--- src/rtl/ff_pkg.sv ---
// Shared state encodings, output bundle and counter helper for the autoplay sequencer.
package ff_pkg;

  typedef enum logic [2:0] {
    ST_IDLE       = 3'd0,
    ST_WAIT_COIN  = 3'd1,
    ST_COIN       = 3'd2,
    ST_WAIT_START = 3'd3,
    ST_START      = 3'd4,
    ST_PLAY       = 3'd5
  } state_t;

  typedef struct packed {
    logic coin_n;
    logic start_n;
    logic throw_n;
    logic active;
  } auto_out_t;

  localparam auto_out_t OUT_DEFAULT = '{coin_n: 1'b1, start_n: 1'b1, throw_n: 1'b1, active: 1'b0};

  function automatic logic [15:0] sat_inc(input logic [15:0] v);
    return (v == 16'hFFFF) ? v : v + 16'd1;
  endfunction

endpackage

--- src/rtl/sync_edge.sv ---
// Two-flop synchroniser; EDGE=1 gives a one-cycle rising-edge pulse 3 clocks after d_i rises,
// EDGE=0 gives the synchronised level 2 clocks after d_i changes. No backpressure.
module sync_edge #(
  parameter bit EDGE = 1'b1
) (
  input  logic clk,
  input  logic reset,
  input  logic d_i,
  output logic out_o
);

  logic meta_q;
  logic sync_q;
  logic prev_q;
  logic rise_q;

  always_ff @(posedge clk) begin
    if (reset) begin
      meta_q <= 1'b0;
      sync_q <= 1'b0;
      prev_q <= 1'b0;
      rise_q <= 1'b0;
    end else begin
      meta_q <= d_i;
      sync_q <= meta_q;
      prev_q <= sync_q;
      rise_q <= sync_q & ~prev_q;
    end
  end

  assign out_o = EDGE ? rise_q : sync_q;

endmodule

--- src/rtl/autoplay_seq.sv ---
// Attract-mode autoplay: inserts a coin, presses start and throws periodically, yielding to any user.
// Outputs registered alongside the state; user activity or enable=0 aborts to IDLE on the next edge.
module autoplay_seq
  import ff_pkg::*;
#(
  parameter int unsigned COIN_WAIT    = 120,
  parameter int unsigned PULSE_LEN    = 6,
  parameter int unsigned START_WAIT   = 60,
  parameter int unsigned THROW_PERIOD = 30,
  parameter int unsigned THROW_LEN    = 3,
  parameter int unsigned PLAY_LEN     = 1800,
  parameter int unsigned HOLDOFF      = 600
) (
  input  logic       clk6m,
  input  logic       reset,
  input  logic       enable,
  input  logic       vsync_i,
  input  logic       user_act,
  output logic       auto_coin_n,
  output logic       auto_start_n,
  output logic       auto_throw_n,
  output logic       active,
  output logic [2:0] state_o
);

  localparam logic [15:0] COIN_WAIT_W    = 16'(COIN_WAIT);
  localparam logic [15:0] PULSE_LEN_W    = 16'(PULSE_LEN);
  localparam logic [15:0] START_WAIT_W   = 16'(START_WAIT);
  localparam logic [15:0] THROW_PERIOD_W = 16'(THROW_PERIOD);
  localparam logic [15:0] THROW_LEN_W    = 16'(THROW_LEN);
  localparam logic [15:0] PLAY_LEN_W     = 16'(PLAY_LEN);
  localparam logic [15:0] HOLDOFF_W      = 16'(HOLDOFF);

  logic      frame_tick;
  logic      user_sync;

  state_t    state_q, state_d;
  logic [15:0] cnt_q, cnt_d;
  logic [15:0] ph_q, ph_d;
  logic [15:0] hold_q, hold_d;
  auto_out_t out_q, out_d;

  logic [15:0] cnt_inc;
  logic [15:0] lim;
  logic        timed_out;

  sync_edge #(.EDGE(1'b1)) u_vsync_sync (
    .clk   (clk6m),
    .reset (reset),
    .d_i   (vsync_i),
    .out_o (frame_tick)
  );

  sync_edge #(.EDGE(1'b0)) u_user_sync (
    .clk   (clk6m),
    .reset (reset),
    .d_i   (user_act),
    .out_o (user_sync)
  );

  always_comb begin
    lim = 16'd0;
    case (state_q)
      ST_WAIT_COIN:      lim = COIN_WAIT_W;
      ST_COIN, ST_START: lim = PULSE_LEN_W;
      ST_WAIT_START:     lim = START_WAIT_W;
      ST_PLAY:           lim = PLAY_LEN_W;
      default:           lim = 16'd0;
    endcase
  end

  assign cnt_inc   = sat_inc(cnt_q);
  assign timed_out = frame_tick && (cnt_inc == lim);

  always_comb begin
    hold_d = hold_q;
    if (user_sync) begin
      hold_d = HOLDOFF_W;
    end else if (frame_tick && (hold_q != 16'd0)) begin
      hold_d = hold_q - 16'd1;
    end

    state_d = state_q;
    case (state_q)
      ST_IDLE:       if (hold_q == 16'd0) state_d = ST_WAIT_COIN;
      ST_WAIT_COIN:  if (timed_out) state_d = ST_COIN;
      ST_COIN:       if (timed_out) state_d = ST_WAIT_START;
      ST_WAIT_START: if (timed_out) state_d = ST_START;
      ST_START:      if (timed_out) state_d = ST_PLAY;
      ST_PLAY:       if (timed_out) state_d = ST_WAIT_COIN;
      default:       state_d = ST_IDLE;
    endcase
    // Abort outranks every timed exit, including one on this very frame_tick.
    if (!enable || user_sync) begin
      state_d = ST_IDLE;
    end

    // ph_q tracks count mod THROW_PERIOD without a divider; count never saturates inside PLAY.
    cnt_d = cnt_q;
    ph_d  = ph_q;
    if (state_d != state_q) begin
      cnt_d = 16'd0;
      ph_d  = 16'd0;
    end else if (frame_tick) begin
      cnt_d = cnt_inc;
      ph_d  = (ph_q >= THROW_PERIOD_W - 16'd1) ? 16'd0 : ph_q + 16'd1;
    end

    out_d         = OUT_DEFAULT;
    out_d.active  = (state_d != ST_IDLE);
    out_d.coin_n  = (state_d != ST_COIN);
    out_d.start_n = (state_d != ST_START);
    out_d.throw_n = !((state_d == ST_PLAY) && (ph_d < THROW_LEN_W));
  end

  always_ff @(posedge clk6m) begin
    if (reset) begin
      state_q <= ST_IDLE;
      cnt_q   <= 16'd0;
      ph_q    <= 16'd0;
      hold_q  <= 16'd0;
      out_q   <= OUT_DEFAULT;
    end else begin
      state_q <= state_d;
      cnt_q   <= cnt_d;
      ph_q    <= ph_d;
      hold_q  <= hold_d;
      out_q   <= out_d;
    end
  end

  assign auto_coin_n  = out_q.coin_n;
  assign auto_start_n = out_q.start_n;
  assign auto_throw_n = out_q.throw_n;
  assign active       = out_q.active;
  assign state_o      = state_q;

endmodule

--- config.mk ---
export PLATFORM = sky130hd
export DESIGN_NAME = autoplay_seq
export DESIGN_NICKNAME = d
export VERILOG_FILES = /design/src/rtl/ff_pkg.sv /design/src/rtl/sync_edge.sv /design/src/rtl/autoplay_seq.sv
export SDC_FILE = /design/constraint.sdc
export NUM_CORES = 1
export LEC_CHECK = 0
export BUFFER_PORTS_ARGS = -buffer_cell sky130_fd_sc_hd__buf_2
export CAP_MARGIN = 20
export CORE_ASPECT_RATIO = 1.1
export CORE_MARGIN = 10
export CORE_UTILIZATION = 41
export CTS_CLUSTER_SIZE = 12
export DETAILED_ROUTE_END_ITERATION = 10
export PLACE_DENSITY = 0.56
export SYNTH_ARGS = -nofsm -noshare
export SYNTH_HDL_FRONTEND = slang
export SYNTH_SLANG_ARGS = --single-unit
--- constraint.sdc ---
create_clock -name clk6m -period 3.2 [get_ports clk6m]
set_clock_uncertainty 0.2 [all_clocks]
set_input_delay 0.64 -clock clk6m [delete_from_list [all_inputs] [get_ports clk6m]]
set_output_delay 0.64 -clock clk6m [all_outputs]
set_load 0.01 [all_outputs]
==> results.json, run 1 <==
{
  "status": "finished with violations",
  "violations": "setup timing",
  "antenna_found_initial": 0,
  "dieArea_mm2": 0.01193,
  "cp.required_ps": 3210,
  "die_w_um": 105.0,
  "drt_first_pass_iters": 5,
  "ant_nets": 0,
  "avgSynthCellArea_um2": 8.054,
  "drt-initial-drc-count": 109,
  "ys_warn_count": 0,
  "io_buffer_count": 11,
  "post_drt_wl_per_cell_um": 13.53,
  "slew_headroom_pct": 50.91,
  "core_mm2": 0.007828,
  "rr_startpoint": "cnt_q[1]",
  "detailed_place_hpwl_um": 5421,
  "finalHoldViolCount": 0,
  "grt_pass1_wl_um": 12710,
  "ys_seq_elements": 61,
  "dpl_cell_area_mm2": 0.003588,
  "slew_viol_final": 0,
  "grt_pass1_vias": 2743,
  "grt_max_degree": 17,
  "dp_cells": 536,
  "ioPinCount": 12,
  "postLayoutCellArea_mm2": 0.004000,
  "avgViaCountPerCell": 5.359,
  "clk_pin_slew_worst_paths_ps": 70,
  "diodes": 0,
  "crit_start": "cnt_q[1]",
  "setup_viol": 1,
  "post-route-period-util_pct": 100.3,
  "rows": 34,
  "p_leak_nw": 1.430,
  "cts_root_buf": "clkbuf_8",
  "path_class": "flop to flop",
  "clock_latency_ps": 330,
  "rsz0062_at_grt": "true",
  "overflow": 0,
  "wirelength_um": 7616,
  "yosysSeqAreaShare_pct": 37.44,
  "end_kind": "flop",
  "final_core_util_pct": 51.10,
  "worst_pin_slew_ps": 726.8,
  "drv_cap": 0,
  "power.density_mw_per_mm2": 409.4,
  "cp_data_arrival_time_ps": 3220,
  "syn2layout_area_growth_pct": 22.63,
  "synth_cell_types": 49,
  "clock_sinks": 61,
  "nets": 460,
  "initial_core_util_pct": 41.67,
  "grt.total_usage_pct": 12.61,
  "fin_total_pwr_mw": 1.638,
  "hold_path_class": "flop to flop",
  "start_kind": "flop",
  "clockBufferDepth": 2,
  "crit_top_cell": "buf_4",
  "cp_max_fo": 4,
  "vias": 3017,
  "ir_drop_mv": 0.2086,
  "cp_num_buf_inv": 4,
  "max_freq_mhz": 311.6,
  "synthCells": 405,
  "path_delay_family": "simple AND/OR/NAND/NOR gates",
  "path_cells": "ha_4 -> nand4_1 -> buf_4 -> nor4_4 -> buf_4 -> nor2_4 -> xnor2_2 -> mux2i_2 -> buf_6 -> buf_4 -> a311oi_4 -> nor4_2 -> or4b_1",
  "globalplace.congestion": 0.9242,
  "fin_cells": 563,
  "tns_ps": -8.757,
  "cp_slowest_cell": "or4b_1",
  "route.detailed.drc": 0,
  "numCtsBuffers": 9,
  "cts_tree": "done",
  "slowest_delay_ps": 470,
  "dieHeight_um": 113.6,
  "setup_slack_ps": -8.757,
  "hp-start": "u_vsync_sync.prev_q",
  "h-tree-depth": 3,
  "drive_above_1_share_pct": 19.78,
  "syn_nets": 415,
  "synth.cell_area_mm2": 0.003262,
  "min_period_ps": 3209
}
==> layer usage <==
metal	global-route usage, %	vias to the layer above	wire length [µm]
met3	2.143	12	200
met1	15.55	1418	3570
met4	6.960	0	131
li1	-	1547	-
met5	0	-	0
met2	20.51	40	3714
==> cells in the final DEF, fill, tap and decap left out, drive strengths merged, types with 12 or more instances in the layout <==
cell   synthesis  routed
nand2         20      20
xnor2         24      24
a21oi         19      19
buf            7      50
nand4         15      15
dfxtp         61      61
inv           13      13
nor4          12      12
o21ai         14      14
nor2          73      73
nand3         19      19
nor3          21      21
==> worst paths after layout <==
| kind | to | slack, ps | depth (start not counted) |
|---|---|---|---|
| setup reg to reg | auto_coin_n | -9 | 13 |
| setup / recovery | auto_coin_n | -9 | 13 |
| hold reg to reg | u_vsync_sync.out_o | 180 | 1 |
| hold / removal | u_vsync_sync.out_o | 180 | 1 |
==> cell usage after synthesis (all sizes together) <==
library cell	instances	area, µm²
a2111oi	1	8.760
or2	1	6.260
and4	5	46.29
a311oi	2	17.52
and2	2	12.51
o221ai	1	8.760
o211ai	3	22.52
and3	5	31.28
nand2	20	75.07
o21a	1	7.510
nand3b	3	22.52
or4	3	22.52
nor4b	2	23.77
o21ai	14	70.06
a21o	1	7.510
nor3	21	105.1
xnor2	24	210.2
a211oi	4	30.03
o311ai	1	8.760
nor4	12	105.1
a21boi	2	15.01
clkbuf	9	33.78
o41ai	1	8.760
a21oi	19	95.09
mux2i	8	80.08
nand2b	3	18.77
xor2	11	96.34
nand4	15	100.1
inv	13	48.80
nand3	19	95.09
nor2b	11	68.82
or4b	1	10.01
dfxtp	61	1221
nor2	73	274.0
and4b	1	10.01
a221oi	1	8.760
buf	7	40.03
o311a	1	10.01
o31ai	2	15.01
a41oi	3	26.28
ha	5	62.56
a31oi	5	31.28
or3	8	50.05
==> state kept, by name, summed over array words and instances (netlist names) <==
register             cells
u_vsync_sync.meta_q      1
hold_q                  16
u_user_sync.meta_q       1
u_vsync_sync.sync_q      1
cnt_q                   16
auto_coin_n              1
u_vsync_sync.prev_q      1
auto_throw_n             1
ph_q                    16
active                   1
u_vsync_sync.out_o       1
u_user_sync.out_o        1
state_o                  3
auto_start_n             1
==> final cells by class <==
| cell class | count | area, µm² |
|---|---|---|
| multi-input cells | 315 | 2039 |
| flip-flops and latches | 61 | 1225 |
| well taps | 108 | 135.1 |
| inverters | 13 | 48.80 |
| repair buffers | 50 | 351.6 |
| fillers | 779 | 3827 |
| clock buffers | 10 | 137.6 |
| clock inverters | 6 | 62.56 |
==> cell families after synthesis <==
family          after synthesis  share of synthesized area [%]
compound gates               62                          12.01
xor+xnor                     35                          9.398
fa+ha+maj                     5                          1.918
buf+inv                      29                          3.759
flops                        61                          37.44
mux                           8                          2.455
simple gates                205                          33.03
==> power by group <==
group,internal [mW],total [mW],switching [mW]
clock,0.379,0.692,0.313
sequential,0.774,0.790,0.0167
combinational,0.0626,0.155,0.0929
==> metrics by stage <==
step | hold WS, ps | setup slack [ps]
after CTS | 186.8 | 33.75
after global routing | 207.9 | -99.50
final | 183.2 | -8.757
after detailed placement | 177.2 | 29.28
after global placement | 172.4 | 118.9
after floorplan | 167.4 | 170.8
==> worst reg2reg max path, cell delays in order, from the launching register on <==
cell	delay, ps
dfxtp_2	360
ha_4	140
nand4_1	170
buf_4	200
nor4_4	340
buf_4	190
nor2_4	50
xnor2_2	140
mux2i_2	160
buf_6	130
buf_4	140
a311oi_4	310
nor4_2	100
or4b_1	470
==> timing repair <==
item	in CTS	in global routing
setup buffers	0	11
hold buffers	0	0
gates resized for setup	0	25
endpoints found under the setup margin	0	36
Power figures use the tool's default switching activity.
==> inputs of run 2 (changes only) <==
Settings changed: CTS_BUF_LIST set to sky130_fd_sc_hd__clkbuf_4 sky130_fd_sc_hd__clkbuf_8, REMOVE_ABC_BUFFERS set to 1.
==> run 2 against run 1 <==
Compared with the run above: the run now ends clean; register-to-register slack better by 150 ps; non-clock buffer count down 13; flip-flop and latch count unchanged; setup slack better by 150 ps; hold slack better by 12 ps; utilization down 1.9 points; sequential share of layout area up 1.2 points; sequential power about the same; power up 8.5%; via count down 3.9%; wire length down 8.0%; final cell count down 2.3%; critical path type unchanged; highest routed layer unchanged.
==> results.json, run 2 (synthesis results as in run 1) <==
{
  "ir_drop_mv": 0.2393,
  "cp_max_fo": 9,
  "crit_top_cell": "nor4_4",
  "seq_area_mm2": 0.001224,
  "ant_nets": 0,
  "grtUsageMet2_pct": 19.92,
  "cts_root_buf": "clkbuf_8",
  "holdWs_ps": 195.5,
  "vias": 2899,
  "min_period_ps": 3063,
  "route.detailed.drc": 0,
  "cp_slowest_cell": "or4b_1",
  "cp_data_arrival_time_ps": 3080,
  "max_freq_mhz": 326.5,
  "reg_top3": "cnt_q (16), hold_q (16), ph_q (16)",
  "tns_ps": 0,
  "start_kind": "flop",
  "grt_most_used_layer": "met2",
  "drv_cap": 0,
  "globalplace.congestion": 0.8657,
  "io_buffer_count": 11,
  "layout_commonest_cell": "nor2_1",
  "numCtsBuffers": 9,
  "post_drt_wl_per_cell_um": 12.73,
  "switching_power_mw": 0.4238,
  "switching_share_pct": 23.84,
  "p_int_mw": 1.353,
  "status": "completed",
  "h-tree-depth": 3,
  "use_met3_pct": 2.369,
  "clockBufferDepth": 2,
  "grt_pass1_vias": 2590,
  "drive_above_1_share_pct": 14.93,
  "grt_pass1_wl_um": 12100,
  "slew_headroom_pct": 50.50,
  "post-route-period-util_pct": 95.71,
  "wirelength_um": 7004,
  "grtUsageMet1_pct": 14.83,
  "multi_input_area_mm2": 0.001939,
  "power.density_mw_per_mm2": 461.8,
  "holdBufCountCts": 0,
  "detailed_place_hpwl_um": 5149,
  "avgViaCountPerCell": 5.271,
  "grt_max_degree": 18,
  "clock_latency_ps": 340,
  "fillerInstances": 803,
  "grt.total_usage_pct": 12.01,
  "initial_core_util_pct": 41.67,
  "die_w_um": 105.0,
  "end_kind": "flop",
  "core_mm2": 0.007828,
  "dieHeight_um": 113.6,
  "worst_pin_slew_ps": 732.8,
  "dieArea_mm2": 0.01193,
  "p_leak_nw": 1.364,
  "cts_tree": "done",
  "cp.required_ps": 3220,
  "nets": 447,
  "setup_viol": 0,
  "path_class": "flop to flop",
  "hold_path_class": "flop to flop",
  "antenna_found_initial": 0,
  "drt-initial-drc-count": 160,
  "path_cells": "nand4_1 -> nor4_4 -> buf_6 -> o21ai_0 -> nor4b_2 -> nor4_4 -> and4_4 -> xnor2_1 -> or4b_1",
  "ioPinCount": 12,
  "clkPwrFrac_pct": 47.5,
  "rows": 34,
  "cp_num_buf_inv": 1,
  "clk_pin_slew_worst_paths_ps": 80,
  "seqPwrFrac_pct": 44.4,
  "overflow": 0,
  "clock_sinks": 61,
  "regToRegSetupSlack_ps": 140,
  "path_delay_family": "simple AND/OR/NAND/NOR gates",
  "drt_first_pass_iters": 5,
  "slew_viol_final": 0,
  "comb_power_share_pct": 8.1,
  "syn2layout_area_growth_pct": 17.99,
  "final_cell_mix": "72 x nor2_1, 59 x dfxtp_1, 25 x buf_4",
  "diodes": 0,
  "finalHoldViolCount": 0,
  "slowest_delay_ps": 500
}
-- run 2: repair_timing --
item                       CTS  global route
buffers inserted             2             0
hold endpoints to repair     0             0
resized for setup            1             8
setup endpoints to repair    1            20
pin swaps                    1             5
-- run 2: cell type report --
type                    instances  share of cell area, %
clock buffers                   9                  3.218
clock inverters                 7                  3.218
inverters                      13                  1.268
multi-input cells             315                  50.39
flip-flops and latches         61                  31.79
well taps                     108                  3.511
repair buffers                 37                  6.599
-- run 2: per-layer routing --
layer  wire length [µm]  vias up
met5                  0        -
met3                207       12
li1                   -     1515
met2               3408       42
met1               3274     1330
met4                114        0
-- run 2: final timing paths --
path,start,cells past startpoint,endpoint
worst min-delay path,u_vsync_sync.prev_q,1,u_vsync_sync.out_o
worst min register to register,u_vsync_sync.prev_q,1,u_vsync_sync.out_o
worst max-delay path,cnt_q[8],9,auto_coin_n
worst max register to register,cnt_q[8],9,auto_coin_n
-- run 2: power groups by stage --
stage | clock [mW] | sequential (mW) | combinational, mW
after floorplan | 0 | 0.805 | 0.0936
after global placement | 0 | 0.806 | 0.142
after detailed placement | 0 | 0.806 | 0.143
after CTS | 0.866 | 0.788 | 0.143
after global routing | 0.899 | 0.791 | 0.165
final | 0.844 | 0.789 | 0.144
-- run 2: per-stage QoR --
stage / total power [mW] / utilization [%] / setup slack, ps / instance area, µm² / instances
CTS: 1.798 / 48.82 / 58.21 / 3821 / 550
global route: 1.855 / 49.17 / -28.50 / 3849 / 550
detailed placement: 0.9484 / 45.46 / 4.065 / 3558 / 532
global placement: 0.9475 / 45.46 / 88.43 / 3558 / 532
floorplan: 0.8987 / - / 90.77 / 3188 / 389
finish: 1.777 / 49.17 / 137.2 / 3849 / 550
==> inputs of run 3 (changes only) <==
Settings changed: BUFFER_PORTS_ARGS -buffer_cell sky130_fd_sc_hd__buf_2 to -buffer_cell sky130_fd_sc_hd__buf_4.
==> run 3 against run 2 <==
Compared with the run above: cell area fell by 0.78%; critical path depth did not move; first-iteration DRC count is 3.1% higher; sequential share of layout area grew 0.18 points; via count grew 2.0%; wire length up 5.3%; final cell count up 0.55%; non-clock buffer count is 4 higher; clock-buffer cell count up 1; utilization decreased by 0.38 points.
==> results.json, run 3 (synthesis results as in run 1) <==
{
  "rr_worst_depth": 9,
  "end_kind": "flop",
  "nets": 451,
  "die_w_um": 105.0,
  "switching_power_mw": 0.4171,
  "clkPwrFrac_pct": 39.4,
  "clock_sinks": 61,
  "dp_cells": 535,
  "ioPinCount": 12,
  "setup_viol": 0,
  "start_kind": "flop",
  "min_period_ps": 3056,
  "power.density_mw_per_mm2": 404.1,
  "initial_core_util_pct": 41.67,
  "overflow": 0,
  "slew_headroom_pct": 51.50,
  "io_buffer_count": 11,
  "switching_share_pct": 27.04,
  "max_freq_mhz": 327.2,
  "cp_max_fo": 6,
  "drv_cap": 0,
  "seq_area_mm2": 0.001221,
  "setup_slack_ps": 144.1,
  "dp_slack_ps": 18.52,
  "grt_pass1_wl_um": 12820,
  "drt_first_pass_iters": 4,
  "dieArea_mm2": 0.01193,
  "numCtsBuffers": 9,
  "vias": 2956,
  "drive_above_1_share_pct": 15.06,
  "p_int_mw": 1.126,
  "final_cell_mix": "72 x nor2_1, 61 x dfxtp_1, 41 x buf_4",
  "h-tree-depth": 3,
  "holdWs_ps": 190.1,
  "seqPwrFrac_pct": 51.1,
  "reg_top3": "cnt_q (16), hold_q (16), ph_q (16)",
  "cts_root_buf": "clkbuf_8",
  "avgViaCountPerCell": 5.345,
  "dieHeight_um": 113.6,
  "tns_ps": 0,
  "multi_input_area_mm2": 0.001941,
  "worst_pin_slew_ps": 718.0,
  "status": "completed",
  "grt_max_degree": 17,
  "path_class": "flop to flop",
  "final_core_util_pct": 48.79,
  "fin_total_pwr_mw": 1.543,
  "route.detailed.drc": 0,
  "whs_path_depth": 1,
  "core_mm2": 0.007828,
  "postLayoutCellArea_mm2": 0.003819,
  "rows": 34,
  "antenna_found_initial": 0,
  "syn2layout_area_growth_pct": 17.07,
  "drt-initial-drc-count": 165,
  "cp_data_arrival_time_ps": 3080,
  "grt.total_usage_pct": 12.64,
  "detailed_place_hpwl_um": 5349,
  "grt_pass1_vias": 2776,
  "clk_pin_slew_worst_paths_ps": 70,
  "clock_latency_ps": 350,
  "wirelength_um": 7376,
  "post-route-period-util_pct": 95.50,
  "cp.required_ps": 3220,
  "slew_viol_final": 0,
  "ant_nets": 0,
  "comb_power_share_pct": 9.5,
  "post_drt_wl_per_cell_um": 13.34,
  "finalHoldViolCount": 0,
  "diodes": 0,
  "ir_drop_mv": 0.2254,
  "fillerInstances": 822,
  "dpl_cell_area_mm2": 0.003608,
  "cts_tree": "done",
  "fin_cells": 553,
  "clockBufferDepth": 2,
  "layout_commonest_cell": "nor2_1",
  "p_leak_nw": 1.358,
  "hold_path_class": "flop to flop",
  "globalplace.congestion": 0.8531
}
## run 3: cell count changes in the layout (fill, tap and decap cells not counted), moves of 2 or more
| cell | change |
|---|---|
| bufinv_16 | -3 |
| dfxtp_2 | -2 |
| clkinv_4 | -3 |
| clkinv_2 | +4 |
| buf_2 | -11 |
| buf_4 | +16 |
| dfxtp_1 | +2 |
## run 3: area by class of cell
| type | count | share of cell area (%) |
|---|---|---|
| Timing Repair Buffer | 41 | 8.060 |
| Multi-Input combinational cell | 315 | 50.82 |
| Clock buffer | 10 | 3.604 |
| Clock inverter | 5 | 0.7208 |
| Inverter | 13 | 1.278 |
| Sequential cell | 61 | 31.98 |
| Tap cell | 108 | 3.539 |
## run 3: what timing repair did
item                       CTS  global route
hold buffers                 0             0
cloned                       0             0
pin swaps                    1             3
resized for setup            0             6
setup endpoints to repair    1             3
buffers inserted             2             1
## run 3: routing by layer
metal	vias to the layer above	share of wire [%]	global-route usage, %	routed length [µm]
met2	47	48	20.89	3563
met1	1380	46	15.80	3419
met5	-	0	0	0
met4	0	2.2	6.044	161
met3	14	3.1	1.918	231
li1	1515	-	-	-
## run 3: path summary, 6_finish.rpt
kind | start | to | slack, ps
hold reg to reg | u_vsync_sync.prev_q | u_vsync_sync.out_o | 190
setup / recovery | cnt_q[3] | auto_coin_n | 140
hold / removal | u_vsync_sync.prev_q | u_vsync_sync.out_o | 190
setup reg to reg | cnt_q[3] | auto_coin_n | 140
## run 3: power groups by stage
stage	sequential, mW	clock [mW]	combinational (mW)
after floorplan	0.805	0	0.0936
after global placement	0.805	0	0.147
after detailed placement	0.805	0	0.148
after CTS	0.788	0.627	0.149
after global routing	0.790	0.655	0.167
final	0.788	0.607	0.147
## run 3: worst max-delay path, cell delays in order (launching register included)
cell and delay [ps]:
dfxtp_1 390, nand4_1 260, nor4_4 360, buf_4 180
o21ai_0 90, nor4b_2 180, nor4_4 390, and4_4 290
xnor2_1 90, or4b_1 510
